==> src/rtl/keycode_debounce.sv <==
// Keycode debouncer: a raw keycode must hold for STABLE_CYCLES edges before it commits.
// Committed presses are queued in a small first-word-fallthrough event FIFO.
module keycode_debounce #(
  parameter int unsigned STABLE_CYCLES = 16,
  parameter int unsigned FIFO_DEPTH    = 4
) (
  input  logic       Clk,
  input  logic       Reset,
  input  logic [7:0] keycode_raw,
  output logic [7:0] key_stable,
  output logic       press_pulse,
  output logic       release_pulse,
  output logic       evt_valid,
  output logic [7:0] evt_code,
  input  logic       evt_ready,
  output logic       overflow
);

  localparam int unsigned CntW = (STABLE_CYCLES > 2) ? $clog2(STABLE_CYCLES) : 1;
  localparam int unsigned PtrW = (FIFO_DEPTH > 2) ? $clog2(FIFO_DEPTH) : 1;
  localparam logic [CntW-1:0] CntMax = CntW'(STABLE_CYCLES - 1);
  localparam logic [PtrW:0]   CountFull = (PtrW + 1)'(FIFO_DEPTH);

  typedef enum logic [0:0] {StIdle, StHeld} state_e;

  state_e          state_q, state_d;
  logic [7:0]      cand_q;
  logic [CntW-1:0] cnt_q;
  logic [7:0]      key_q;
  logic            press_q, press_d;
  logic            rel_q, rel_d;
  logic            ovf_q;

  logic [7:0]      mem_q [FIFO_DEPTH];
  logic [PtrW-1:0] wr_ptr_q, rd_ptr_q;
  logic [PtrW:0]   count_q;

  logic same, commit, change;
  logic push, pop, full, push_ok;

  always_comb begin
    same    = (keycode_raw == cand_q);
    commit  = same && (cnt_q == CntMax);
    change  = commit && (cand_q != key_q);
    state_d = state_q;
    press_d = 1'b0;
    rel_d   = 1'b0;
    unique case (state_q)
      StIdle: begin
        if (change && (cand_q != 8'h00)) begin
          state_d = StHeld;
          press_d = 1'b1;
        end
      end
      StHeld: begin
        if (change) begin
          rel_d = 1'b1;
          if (cand_q == 8'h00) state_d = StIdle;
          else                 press_d = 1'b1;
        end
      end
      default: state_d = StIdle;
    endcase
  end

  // A full queue still accepts a push when the head leaves on the same edge.
  always_comb begin
    pop     = (count_q != '0) && evt_ready;
    push    = press_d;
    full    = (count_q == CountFull);
    push_ok = push && (!full || pop);
  end

  always_ff @(posedge Clk) begin
    if (Reset) begin
      cand_q   <= 8'h00;
      cnt_q    <= '0;
      key_q    <= 8'h00;
      state_q  <= StIdle;
      press_q  <= 1'b0;
      rel_q    <= 1'b0;
      ovf_q    <= 1'b0;
      wr_ptr_q <= '0;
      rd_ptr_q <= '0;
      count_q  <= '0;
    end else begin
      if (!same) begin
        cand_q <= keycode_raw;
        cnt_q  <= '0;
      end else if (cnt_q != CntMax) begin
        cnt_q <= cnt_q + CntW'(1);
      end
      if (change) key_q <= cand_q;
      state_q <= state_d;
      press_q <= press_d;
      rel_q   <= rel_d;
      if (push && !push_ok) ovf_q <= 1'b1;
      if (push_ok) wr_ptr_q <= wr_ptr_q + PtrW'(1);
      if (pop)     rd_ptr_q <= rd_ptr_q + PtrW'(1);
      if (push_ok && !pop)      count_q <= count_q + (PtrW + 1)'(1);
      else if (!push_ok && pop) count_q <= count_q - (PtrW + 1)'(1);
    end
  end

  always_ff @(posedge Clk) begin
    if (!Reset && push_ok) mem_q[wr_ptr_q] <= cand_q;
  end

  assign key_stable    = key_q;
  assign press_pulse   = press_q;
  assign release_pulse = rel_q;
  assign evt_valid     = (count_q != '0);
  assign evt_code      = mem_q[rd_ptr_q];
  assign overflow      = ovf_q;

endmodule

==> config.mk <==
export PLATFORM = sky130hd
export DESIGN_NAME = keycode_debounce
export DESIGN_NICKNAME = d
export VERILOG_FILES = /design/src/rtl/keycode_debounce.sv
export SDC_FILE = /design/constraint.sdc
export NUM_CORES = 1
export LEC_CHECK = 0
export ABC_AREA = 0
export CAP_MARGIN = 30
export CORE_MARGIN = 5
export CORE_UTILIZATION = 35
export CTS_CLUSTER_SIZE = 40
export DETAILED_ROUTE_END_ITERATION = 8
export SKIP_LAST_GASP = 1
export SLEW_MARGIN = 20
export SYNTH_ARGS = -nofsm -noshare
export SYNTH_HDL_FRONTEND = slang
export SYNTH_SLANG_ARGS = --single-unit
==> constraint.sdc <==
create_clock -name Clk -period 2.7 [get_ports Clk]
set_input_delay 0.405 -clock Clk [delete_from_list [all_inputs] [get_ports Clk]]
set_output_delay 0.405 -clock Clk [all_outputs]
set_load 0.02 [all_outputs]
==> metrics.log, run 1 <==
INFO  metric met3RoutedLength = 243 um
INFO  metric synth.lib_cells_used.distinct = 40
INFO  metric worst_slack = 69.4 ps
INFO  metric finalWirelength = 5230 um
INFO  metric setup_total_negative_slack = 0 ps
INFO  metric routed_via_density = 4.64
INFO  metric powerDensity = 563 nW/um^2
INFO  metric synthAdderAreaFrac = 3.57%
INFO  metric area_growth_syn_to_layout = 34.3%
INFO  metric grt_setup_unrepaired = true
INFO  metric boundaryPins = 31
INFO  metric most_area_consuming_cells_after_synthesis = sky130_fd_sc_hd__edfxtp_1, sky130_fd_sc_hd__dfxtp_1, sky130_fd_sc_hd__mux4_2, sky130_fd_sc_hd__xor2_1, sky130_fd_sc_hd__mux2i_1
INFO  metric tritoncts_clock_tree = built
INFO  metric clock_insertion_delay_worst_skew = approximately 340 ps
INFO  metric grt_start_max_net_pins = 30
INFO  metric maximum_cell_stage_delay_along_the_critical_path = roughly 650 ps
INFO  metric yosys.area_share.xor_xnor = under 10%
INFO  metric antenna_found_initial = 0
INFO  metric drt-met1-wl = 2340 um
INFO  metric clock-skew-final = 5.57 ps
INFO  metric root_buffer = sky130_fd_sc_hd__clkbuf_8
INFO  metric power.share.sequential = between 50 and 60%
INFO  metric min-delay-path-class = input port to register
INFO  metric yosysWarningCount = 0
INFO  metric floorplan.die_area = 9460 um^2
INFO  metric whs = 376 ps
INFO  metric critical_path.top_delay_family = simple AND/OR/NAND/NOR gates
INFO  metric start_util = 36.4%
INFO  metric crit_buf_inv = 3
INFO  metric tritoncts_num_sinks = 65
INFO  metric synth.yosys.seq_area_share = about 61%
INFO  metric cts-htree-levels = 3
INFO  metric timing.final.crit_share = 97.4%
INFO  metric first_pass_iters = 4
INFO  metric hold-path-cell-count = 2
INFO  metric drive_above_1_share = 25.7%
INFO  metric comb_power_share = 4.9%
INFO  metric post_synth_instance_area = 2670 um^2
INFO  metric cp_max_fo = 4
INFO  metric synth_common_cells = sky130_fd_sc_hd__dfxtp_1, sky130_fd_sc_hd__edfxtp_1, sky130_fd_sc_hd__nor2_1
INFO  metric wire_length_of_the_first_global_routing_pass = between 8000 and 9000 um
INFO  metric timing.critical_path.cells = buf_4 > buf_4 > or4_2 > nor2_2 > nor4_2 > ha_2 > inv_1 > fa_2 > xor2_1 > or3_1 > a21oi_2
INFO  metric worst_r2r_path_depth = 11
INFO  metric power_switching_share = 20.7%
INFO  metric cp_slowest_cell = sky130_fd_sc_hd__or4_2
INFO  metric rows = 31
INFO  metric synthDominantAreaCellType = sky130_fd_sc_hd__edfxtp_1
INFO  metric multi_input_area = 1050 um^2
INFO  metric setup.worst_path.end_class = register
INFO  metric hold_viol_final = 0
INFO  metric timing_worst_setup_path_type = register to register
INFO  metric num_antenna_cells = 0
INFO  metric area.sequential = between 1500 and 2000 um^2
INFO  metric cts-hold-fix-buffers = 0
INFO  metric port-buffer-count = 30
INFO  metric synth-compound-area-share = 3.75%
INFO  metric dr_total_vias = 1672
INFO  metric total_overflow_reported_by_the_global_router = 0
INFO  metric largest_buffer_count_on_any_clock_path = 2
INFO  metric synth_edf_count = 32
INFO  metric filler_cell_count = roughly 660
INFO  metric post_synth_and_or_nand_nor_area_fraction = 12.6%
INFO  metric fin_nets = 274
INFO  metric switching_power = 0.416 mW
INFO  metric grt_use_total = a little under an eighth
INFO  metric setup_viol = 0
INFO  metric synth_top_area_share = 36.0%
INFO  metric finalMaxSlewViolations = 0
INFO  metric detail-route-antenna-nets = 0
INFO  metric mappedNetlistNets = between 200 and 250
INFO  metric power.share.clock = 43.2%
INFO  metric ys.flop_type = sky130_fd_sc_hd__dfxtp_1
INFO  metric static-leakage-power = ~1.4 nW
INFO  metric core_area = 7330 um^2
INFO  metric post_synth_mux_area_share = roughly a tenth
INFO  metric max-vdd-ir-drop = 0.400 mV
INFO  metric critical_path_arrival = 2910 ps
INFO  metric main_combinational_cell_family_by_area_after_synthesis = simple AND/OR/NAND/NOR gates
INFO  metric fin_util = 48.8%
INFO  metric place_worst_setup_slack = -444 ps
INFO  metric drtIter0Drc = 36
INFO  metric timing.max_slew.rel_slack = between 60% and 70%
INFO  metric post-route-min-period = 2630 ps
INFO  metric syn_avg_cell_area = around 14 um^2
INFO  metric yosys.cell_count.top_type = sky130_fd_sc_hd__dfxtp_1
INFO  metric routed_wire_length_per_instance = 14.5 um
INFO  metric worst_setup_hold_path_clk_slew = 70 ps
INFO  metric intPower = around 1.6 mW
INFO  metric drc_violation_count_after_routing = 0
INFO  metric cp_data_required_time = 2980 ps
INFO  metric maxClockFrequency = around 380 MHz
INFO  metric place_hpwl = 3690 um
INFO  metric tritoncts.num_buffers = 9
INFO  metric grt_pass1_vias = between 1.5k and 2k
INFO  metric dieHeight = 97.3 um
INFO  metric number_of_logic_stages_on_the_critical_path_including_buffering = 11
INFO  metric die_w = 97.3 um
INFO  metric timing_worst_slew_pin_value = 514 ps
INFO  metric netlist_instances = approximately 190
INFO  metric gp_congestion = 0.731
INFO  metric routed.top_layer = met4
INFO  metric critPathMostFrequentCell = sky130_fd_sc_hd__buf_4
INFO  metric routed_wire_length_on_met2 = 2600 um
INFO  metric status = complete, no violations
INFO  metric asr_flop_ratio_synth = 0%
INFO  metric max_cap_violations = 0
INFO  metric worstSetupStartpointType = register
INFO  metric synth-seq-cells = 65
==> state kept, by name, indices dropped and copies added (netlist names), named ones only <==
register and count:
cand_q 8, cnt_q 4, count_q 3, key_stable 8, mem_q 32, overflow 1, press_pulse 1, rd_ptr_q 2
release_pulse 1, wr_ptr_q 2
==> logic make-up after synthesis <==
| group | Yosys count |
|---|---|
| flip-flops | 65 |
| XOR/XNOR | 21 |
| adder cells (fa/ha/maj) | 7 |
| buffers and inverters | 13 |
| AND/OR/NAND/NOR | 56 |
| multiplexers | 18 |
| AO/OA/AOI/OAI | 13 |
==> worst paths after layout <==
kind	from	to	slack, ps
worst max register to register	cand_q[4]	count_q[2]	70
worst max-delay path	cand_q[4]	count_q[2]	70
worst min-delay path	keycode_raw[5]	cand_q[5]	380
worst min register to register	cand_q[4]	mem_q[2][4]	480
==> placed cells by master (no fill, tap or decap), types with 3 or more instances in the layout <==
master and instances:
sky130_fd_sc_hd__dlymetal6s2s_1 7, sky130_fd_sc_hd__dfxtp_1 31, sky130_fd_sc_hd__xor2_2 5, sky130_fd_sc_hd__mux4_2 8
sky130_fd_sc_hd__nor2b_1 8, sky130_fd_sc_hd__and2_1 4, sky130_fd_sc_hd__ha_1 5, sky130_fd_sc_hd__mux2i_1 10
sky130_fd_sc_hd__buf_4 27, sky130_fd_sc_hd__edfxtp_1 32, sky130_fd_sc_hd__inv_1 7, sky130_fd_sc_hd__or3_1 4
sky130_fd_sc_hd__clkbuf_8 9, sky130_fd_sc_hd__clkdlybuf4s50_1 23, sky130_fd_sc_hd__nand3_1 3, sky130_fd_sc_hd__nand2_1 3
sky130_fd_sc_hd__xor2_1 7, sky130_fd_sc_hd__nor2_1 18, sky130_fd_sc_hd__xnor2_1 9
==> worst reg2reg max path, stage by stage, from the launching register on <==
cell,delay [ps]
sky130_fd_sc_hd__dfxtp_4,360
sky130_fd_sc_hd__buf_4,150
sky130_fd_sc_hd__buf_4,130
sky130_fd_sc_hd__or4_2,650
sky130_fd_sc_hd__nor2_2,200
sky130_fd_sc_hd__nor4_2,80
sky130_fd_sc_hd__ha_2,200
sky130_fd_sc_hd__inv_1,60
sky130_fd_sc_hd__fa_2,190
sky130_fd_sc_hd__xor2_1,70
sky130_fd_sc_hd__or3_1,370
sky130_fd_sc_hd__a21oi_2,120
==> power groups by stage <==
stage / clock network [mW] / logic, mW / registers (mW)
floorplan: 0 / 0.0402 / 1.07
global placement: 0 / 0.0858 / 1.07
detailed placement: 0 / 0.0862 / 1.07
CTS: 0.903 / 0.0866 / 1.05
global route: 0.942 / 0.106 / 1.04
finish: 0.871 / 0.0985 / 1.04
==> metal layers <==
metal,track usage (%),vias to the layer above
met5,0,-
li1,-,819
met4,3.83,0
met1,14.2,816
met2,18.2,32
met3,4.95,5
==> per-stage QoR <==
| step | area, um^2 | instances | power [mW] |
|---|---|---|---|
| 3_5_place_dp | 3250 | 339 | 1.15 |
| 4_1_cts | 3460 | 355 | 2.04 |
| 2_1_floorplan | 2670 | 193 | 1.11 |
| 5_1_grt | 3580 | 360 | 2.09 |
| 3_3_place_gp | 3250 | 339 | 1.15 |
| 6_report | 3580 | 360 | 2.01 |
==> timing repair <==
item / CTS / global route
setup buffers: 0 / 5
pin swaps: 1 / 7
resized for setup: 0 / 21
endpoints found under the hold margin: 0 / 0
endpoints found under the setup margin: 1 / 1
==> area by class of cell <==
type,count,share of cell area (%)
Clock buffer,10,3.57
Inverter,7,0.734
Tap cell,99,3.46
Sequential cell,65,45.5
Multi-Input combinational cell,115,29.3
Timing Repair Buffer,58,15.1
Clock inverter,6,2.31
Power figures use the tool's default switching activity.
==> run 2, diff against run 1 <==
ABC_AREA = 1   (was 0)
==> run 2 against run 1 <==
Against the previous run: critical path depth rose by 3; first-iteration DRC count rose to 2.6 times the previous value; fmax rose by 6.0%; clock skew rose by 2.6 ps; synthesized cell count rose by 56%; clock power fell by 19%; sequential cell count did not move.
==> metrics.log, run 2 <==
INFO  metric grt_pass1_vias = 1984
INFO  metric tritoncts.num_buffers = 9
INFO  metric min-delay-path-class = register to register
INFO  metric drc_violation_count_after_routing = 0
INFO  metric rrSetupSlack = 270 ps
INFO  metric timing_worst_slew_pin_value = around 470 ps
INFO  metric mappedNetlistNets = 319
INFO  metric clock_insertion_delay_worst_skew = 340 ps
INFO  metric top_register = mem_q
INFO  metric worst_slack = roughly 220 ps
INFO  metric worst_r2r_path_depth = 13
INFO  metric first_pass_iters = 4
INFO  metric powerDensity = about 700 nW/um^2
INFO  metric finalMaxSlewViolations = 0
INFO  metric synth.lib_cells_used.distinct = 25
INFO  metric wire_length_of_the_first_global_routing_pass = 9440 um
INFO  metric boundaryPins = 31
INFO  metric final_design_area_no_fill = 3440 um^2
INFO  metric ctsResizeCount = 0
INFO  metric total_overflow_reported_by_the_global_router = 0
INFO  metric ys.flop_type = sky130_fd_sc_hd__dfxtp_1
INFO  metric dr_total_vias = 2078
INFO  metric die_w = 99.0 um
INFO  metric timing.max_slew.rel_slack = about two thirds
INFO  metric worstSetupStartpointType = input port
INFO  metric syn_avg_cell_area = just over 9 um^2
INFO  metric largest_reg_flops = 32
INFO  metric tritoncts_num_sinks = 65
INFO  metric maxClockFrequency = 403 MHz
INFO  metric routed_wire_length_per_instance = 12.4 um
INFO  metric finalWirelength = between 5000 and 6000 um
INFO  metric cp-startpoint = keycode_raw[3]
INFO  metric max-vdd-ir-drop = 0.321 mV
INFO  metric grt_setup_unrepaired = false
INFO  metric timing.final.crit_share = between 90% and 100%
INFO  metric most_area_consuming_cells_after_synthesis = sky130_fd_sc_hd__edfxtp_1, sky130_fd_sc_hd__dfxtp_1, sky130_fd_sc_hd__nand2_1, sky130_fd_sc_hd__nor2_1, sky130_fd_sc_hd__inv_1
INFO  metric cts-hold-fix-buffers = 0
INFO  metric place_hpwl = 4000 um
INFO  metric post-cts-setup-buffers = 0
INFO  metric post_synth_instance_area = 2770 um^2
INFO  metric yosysWarningCount = 0
INFO  metric fin_nets = between 300 and 400
INFO  metric layout.cells.most_common = sky130_fd_sc_hd__nand2_1
INFO  metric hold_viol_final = 0
INFO  metric cts-htree-levels = 3
INFO  metric max_cap_violations = 0
INFO  metric floorplan.die_area = approximately 10000 um^2
INFO  metric root_buffer = sky130_fd_sc_hd__clkbuf_8
INFO  metric grt_start_max_net_pins = 18
INFO  metric asr_flop_ratio_synth = 0%
INFO  metric drtIter0Drc = 95
INFO  metric synthDominantAreaCellType = sky130_fd_sc_hd__edfxtp_1
INFO  metric dieHeight = 99.0 um
INFO  metric rows = 32
INFO  metric static-leakage-power = 1.41 nW
INFO  metric synth_common_cells = sky130_fd_sc_hd__nand2_1, sky130_fd_sc_hd__nor2_1, sky130_fd_sc_hd__inv_1
INFO  metric whs = 458 ps
INFO  metric start_util = 35.9%
INFO  metric drive_above_1_share = 10.4%
INFO  metric grt_use_total = 12.4%
INFO  metric cp_data_required_time = 2920 ps
INFO  metric setup_viol = 0
INFO  metric synth_edf_count = 32
INFO  metric dpl-instance-area = about 3300 um^2
INFO  metric antenna_found_initial = 0
INFO  metric largest_buffer_count_on_any_clock_path = 2
INFO  metric core_area = ~7700 um^2
INFO  metric cp_max_fo = 2
INFO  metric clock-skew-final = ~8.2 ps
INFO  metric numPlacedInstances = between 400 and 500
INFO  metric yosys.cell_count.top_type = sky130_fd_sc_hd__nand2_1
INFO  metric status = complete, no violations
INFO  metric area_growth_syn_to_layout = 24.2%
INFO  metric synth.yosys.seq_area_share = roughly 58%
INFO  metric tritoncts_clock_tree = built
INFO  metric timing_worst_setup_path_type = input port to register
INFO  metric worst_setup_hold_path_clk_slew = ~70 ps
INFO  metric worstReg2RegStart = cand_q[4]
INFO  metric post-route-min-period = 2480 ps
INFO  metric gp_congestion = 0.773
INFO  metric routed_via_density = 4.54
INFO  metric port-buffer-count = 30
INFO  metric num_antenna_cells = 0
INFO  metric final_cells = 458
INFO  metric critical_path_arrival = 2700 ps
INFO  metric final_cell_mix = sky130_fd_sc_hd__nand2_1, sky130_fd_sc_hd__nor2_1, sky130_fd_sc_hd__inv_1
INFO  metric detail-route-antenna-nets = 0
INFO  metric synth-seq-cells = 65
INFO  metric timing.rr.end = count_q[2]
INFO  metric place_worst_setup_slack = -157 ps
INFO  metric synth_top_area_share = 34.7%
INFO  metric netlist_instances = 301
INFO  metric setup.worst_path.end_class = register
INFO  metric worstHoldEndpoint = release_pulse
INFO  metric hold-path-cell-count = 2
INFO  metric fin_util = 44.6%
## run 2: cell count changes in the layout (fill, tap and decap cells not counted), sizes merged, moves of 8 or more
cell,change
a21oi,+15
nor2,+29
buf,-13
o21ai,+28
mux4,-8
nor2b,-8
nand2,+49
mux2i,-10
inv,+37
xor2,-9
## run 2: how the worst max path moves through the flow
stage / end / slack (ps)
detailed placement: count_q[2] / -160
floorplan: count_q[2] / 350
global route: count_q[2] / 20
finish: count_q[2] / 220
global placement: count_q[2] / -90
CTS: count_q[2] / 200
## run 2: through the flow
| step | setup TNS [ps] | total power, mW |
|---|---|---|
| after floorplan | 0 | 1.49 |
| after global placement | -85.5 | 1.73 |
| after detailed placement | -157 | 1.74 |
| after CTS | 0 | 2.44 |
| after global routing | 0 | 2.56 |
| final | 0 | 2.42 |
## run 2: logic make-up after synthesis
kind of cell    count (synthesis)  share of synthesized area, %
simple gates                  114                          17.2
xor+xnor                       10                          3.16
flops                          65                          58.5
buf+inv                        49                          7.22
fa+ha+maj                       7                          3.43
compound gates                 56                          10.5
## run 2: per-layer routing
layer | routed length [um] | part of all wire (%) | global-route usage [%] | vias to the layer above
met1 | 2620 | 46 | 15.6 | 951
li1 | - | - | - | 1085
met3 | 271 | 4.8 | 4.88 | 6
met5 | 0 | 0 | 0 | -
met2 | 2760 | 48 | 20.0 | 36
met4 | 41 | 0.72 | 3.15 | 0
## run 2: report_power, final
part | switching [mW] | leakage (nW) | internal [mW]
logic | 0.333 | 0.716 | 0.254
registers | 0.0480 | 0.602 | 1.08
clock network | 0.374 | 0.0891 | 0.330
total | 0.755 | 1.41 | 1.66
## run 2: critical path, cell delays in order
cell and delay [ps]:
sky130_fd_sc_hd__clkdlybuf4s50_1 520, sky130_fd_sc_hd__xnor2_1 150, sky130_fd_sc_hd__nand2_1 80, sky130_fd_sc_hd__nor2_1 130, sky130_fd_sc_hd__nand2_1 130, sky130_fd_sc_hd__nor2_4 120, sky130_fd_sc_hd__and3_1 150, sky130_fd_sc_hd__ha_1 130
sky130_fd_sc_hd__inv_1 50, sky130_fd_sc_hd__fa_1 370, sky130_fd_sc_hd__a21oi_1 150, sky130_fd_sc_hd__o21ai_0 110, sky130_fd_sc_hd__o21ai_0 160, sky130_fd_sc_hd__a21oi_1 50
## run 2: final cells by class
type,instances,area (um^2)
fillers,738,4280
flip-flops and latches,65,1620
multi-input cells,187,951
repair buffers,45,413
inverters,43,161
well taps,102,128
clock buffers,9,124
clock inverters,7,45.0
==> run 3, diff against run 2 <==
SETUP_SLACK_MARGIN = 0.5   (was not set)
clock period = 3 ns   (was 2.7 ns; I/O delays follow)
==> run 3 against run 2 <==
Against the previous run: power decreased by 5.4%; clock-buffer cell count unchanged; final cell count unchanged; hold slack got worse by 8.5 ps; die area unchanged; via count decreased by 0.38%; global-route usage unchanged; clock power increased by 4.5%; register-to-register slack improved by 330 ps; non-clock buffer count unchanged; sequential cell count unchanged; highest routed layer unchanged.
==> metrics.log, run 3 (synthesis results as in run 2) <==
INFO  metric cp_slowest_cell = sky130_fd_sc_hd__clkdlybuf4s50_1
INFO  metric setup_total_negative_slack = 0 ps
INFO  metric min-delay-path-class = register to register
INFO  metric worstSetupStartpointType = input port
INFO  metric setup.worst_path.end_class = register
INFO  metric worst_setup_hold_path_clk_slew = 70 ps
INFO  metric routed_via_density = roughly 4.5
INFO  metric rows = 32
INFO  metric drc_violation_count_after_routing = 0
INFO  metric cp_data_required_time = between 3000 and 4000 ps
INFO  metric final_design_area_no_fill = 3500 um^2
INFO  metric drtIter0Drc = approximately 110
INFO  metric final_cell_mix = sky130_fd_sc_hd__nand2_1, sky130_fd_sc_hd__nor2_1, sky130_fd_sc_hd__inv_1
INFO  metric dpl-instance-area = ~3200 um^2
INFO  metric drive_above_1_share = 11.8%
INFO  metric clock_insertion_delay_worst_skew = ~330 ps
INFO  metric antenna_found_initial = 0
INFO  metric root_buffer = sky130_fd_sc_hd__clkbuf_8
INFO  metric tritoncts.num_buffers = 9
INFO  metric max_cap_violations = 0
INFO  metric worst_slack = 552 ps
INFO  metric area.sequential = 1630 um^2
INFO  metric die_w = 99.0 um
INFO  metric max-vdd-ir-drop = between 0.2 and 0.3 mV
INFO  metric area_growth_syn_to_layout = 26.1%
INFO  metric dieHeight = 99.0 um
INFO  metric largest_buffer_count_on_any_clock_path = 2
INFO  metric tritoncts_clock_tree = built
INFO  metric post-route-min-period = 2450 ps
INFO  metric detail-route-antenna-nets = 0
INFO  metric first_pass_iters = 4
INFO  metric grt_use_total = 12.4%
INFO  metric gp_congestion = ~0.73
INFO  metric largest_reg_flops = 32
INFO  metric whs = about 450 ps
INFO  metric clock-skew-final = 6.30 ps
INFO  metric top_register = mem_q
INFO  metric cts-htree-levels = 3
INFO  metric maximum_cell_stage_delay_along_the_critical_path = roughly 500 ps
INFO  metric cp_max_fo = 3
INFO  metric boundaryPins = 31
INFO  metric grt_start_max_net_pins = 18
INFO  metric timing.critical_path.cells = clkdlybuf4s50_1 > xnor2_1 > nand2_1 > nor2_2 > nand2_1 > nor2_4 > and3_1 > ha_1 > inv_1 > fa_1 > a21oi_1 > o21ai_1 > o21ai_1 > a21oi_1
INFO  metric start_util = between 30% and 40%
INFO  metric num_antenna_cells = 0
INFO  metric dr_total_vias = 2070
INFO  metric maxClockFrequency = 408 MHz
INFO  metric floorplan.die_area = 9800 um^2
INFO  metric grt_setup_unrepaired = true
INFO  metric finalMaxSlewViolations = 0
INFO  metric static-leakage-power = 1.44 nW
INFO  metric timing.final.crit_share = 81.6%
INFO  metric fin_nets = 369
INFO  metric timing_worst_setup_path_type = input port to register
INFO  metric port-buffer-count = 30
INFO  metric timing.max_slew.rel_slack = 65.2%
INFO  metric multi_input_area = 963 um^2
INFO  metric core_area = 7730 um^2
INFO  metric numPlacedInstances = 436
INFO  metric setup_viol = 0
INFO  metric status = complete, no violations
INFO  metric total_overflow_reported_by_the_global_router = 0
INFO  metric filler_cell_count = 761
INFO  metric timing_worst_slew_pin_value = 521 ps
INFO  metric routed_wire_length_per_instance = 12.2 um
INFO  metric critical_path_arrival = 2670 ps
INFO  metric tritoncts_num_sinks = 65
INFO  metric layout.cells.most_common = sky130_fd_sc_hd__nand2_1
INFO  metric hold_viol_final = 0
INFO  metric final_cells = approximately 460
INFO  metric crit_buf_inv = 2
INFO  metric grt_pass1_vias = 2000
INFO  metric wire_length_of_the_first_global_routing_pass = roughly 9500 um
INFO  metric place_worst_setup_slack = 127 ps
INFO  metric critical_path.top_delay_family = simple AND/OR/NAND/NOR gates
INFO  metric place_hpwl = just under 4000 um
INFO  metric finalWirelength = 5570 um
INFO  metric powerDensity = 654 nW/um^2
-- run 3: changes by cell type in the layout (fill, tap and decap cells not counted), moves of 2 or more --
cell	change
sky130_fd_sc_hd__dfxtp_1	-2
sky130_fd_sc_hd__o21ai_0	-2
sky130_fd_sc_hd__o21ai_1	+2
sky130_fd_sc_hd__dfxtp_2	+2
sky130_fd_sc_hd__inv_1	-2
sky130_fd_sc_hd__clkinv_2	-3
sky130_fd_sc_hd__clkdlybuf4s50_1	-2
-- run 3: worst paths after layout --
kind / startpoint / slack (ps) / cells past startpoint / end
setup / recovery: keycode_raw[4] / 550 / 14 / count_q[2]
hold / removal: register / 450 / 2 / release_pulse
setup reg to reg: cand_q[4] / 600 / 13 / count_q[2]
hold reg to reg: register / 450 / 2 / release_pulse
-- run 3: report_power, final --
part	internal [mW]	switching, mW
clock	0.390	0.346
combinational	0.231	0.304
sequential	0.969	0.0460
-- run 3: per-stage QoR --
step,util [%],total power [mW]
5_1_grt,45.3,2.42
3_5_place_dp,41.8,1.56
6_report,45.3,2.29
2_1_floorplan,-,1.34
3_3_place_gp,41.8,1.56
4_1_cts,45.1,2.31
-- run 3: layout make-up --
type	count	area share, %
multi-input combinational	187	27.5
sequential	65	46.5
clock buffer	9	3.54
timing repair buffer	45	11.8
clock inverter	7	2.22
tap	102	3.65
inverter	43	4.72
-- run 3: metal layers --
layer / track usage (%) / wire length, um / vias to the layer above
met3: 4.81 / 212 / 5
met1: 15.5 / 2580 / 949
met4: 2.52 / 46 / 0
met5: 0 / 0 / -
met2: 20.5 / 2730 / 29
li1: - / - / 1087
-- run 3: tightest hold or removal path: stages, from the launching register on --
cell	delay, ps
sky130_fd_sc_hd__dfxtp_1	300
sky130_fd_sc_hd__nand2_1	70
sky130_fd_sc_hd__nor2_1	40
-- run 3: repair_timing --
| item | CTS | global route |
|---|---|---|
| setup endpoints to repair | 1 | 12 |
| pin swaps | 1 | 0 |
| setup buffers | 6 | 0 |
| resized for setup | 2 | 9 |
| hold buffers | 0 | 0 |
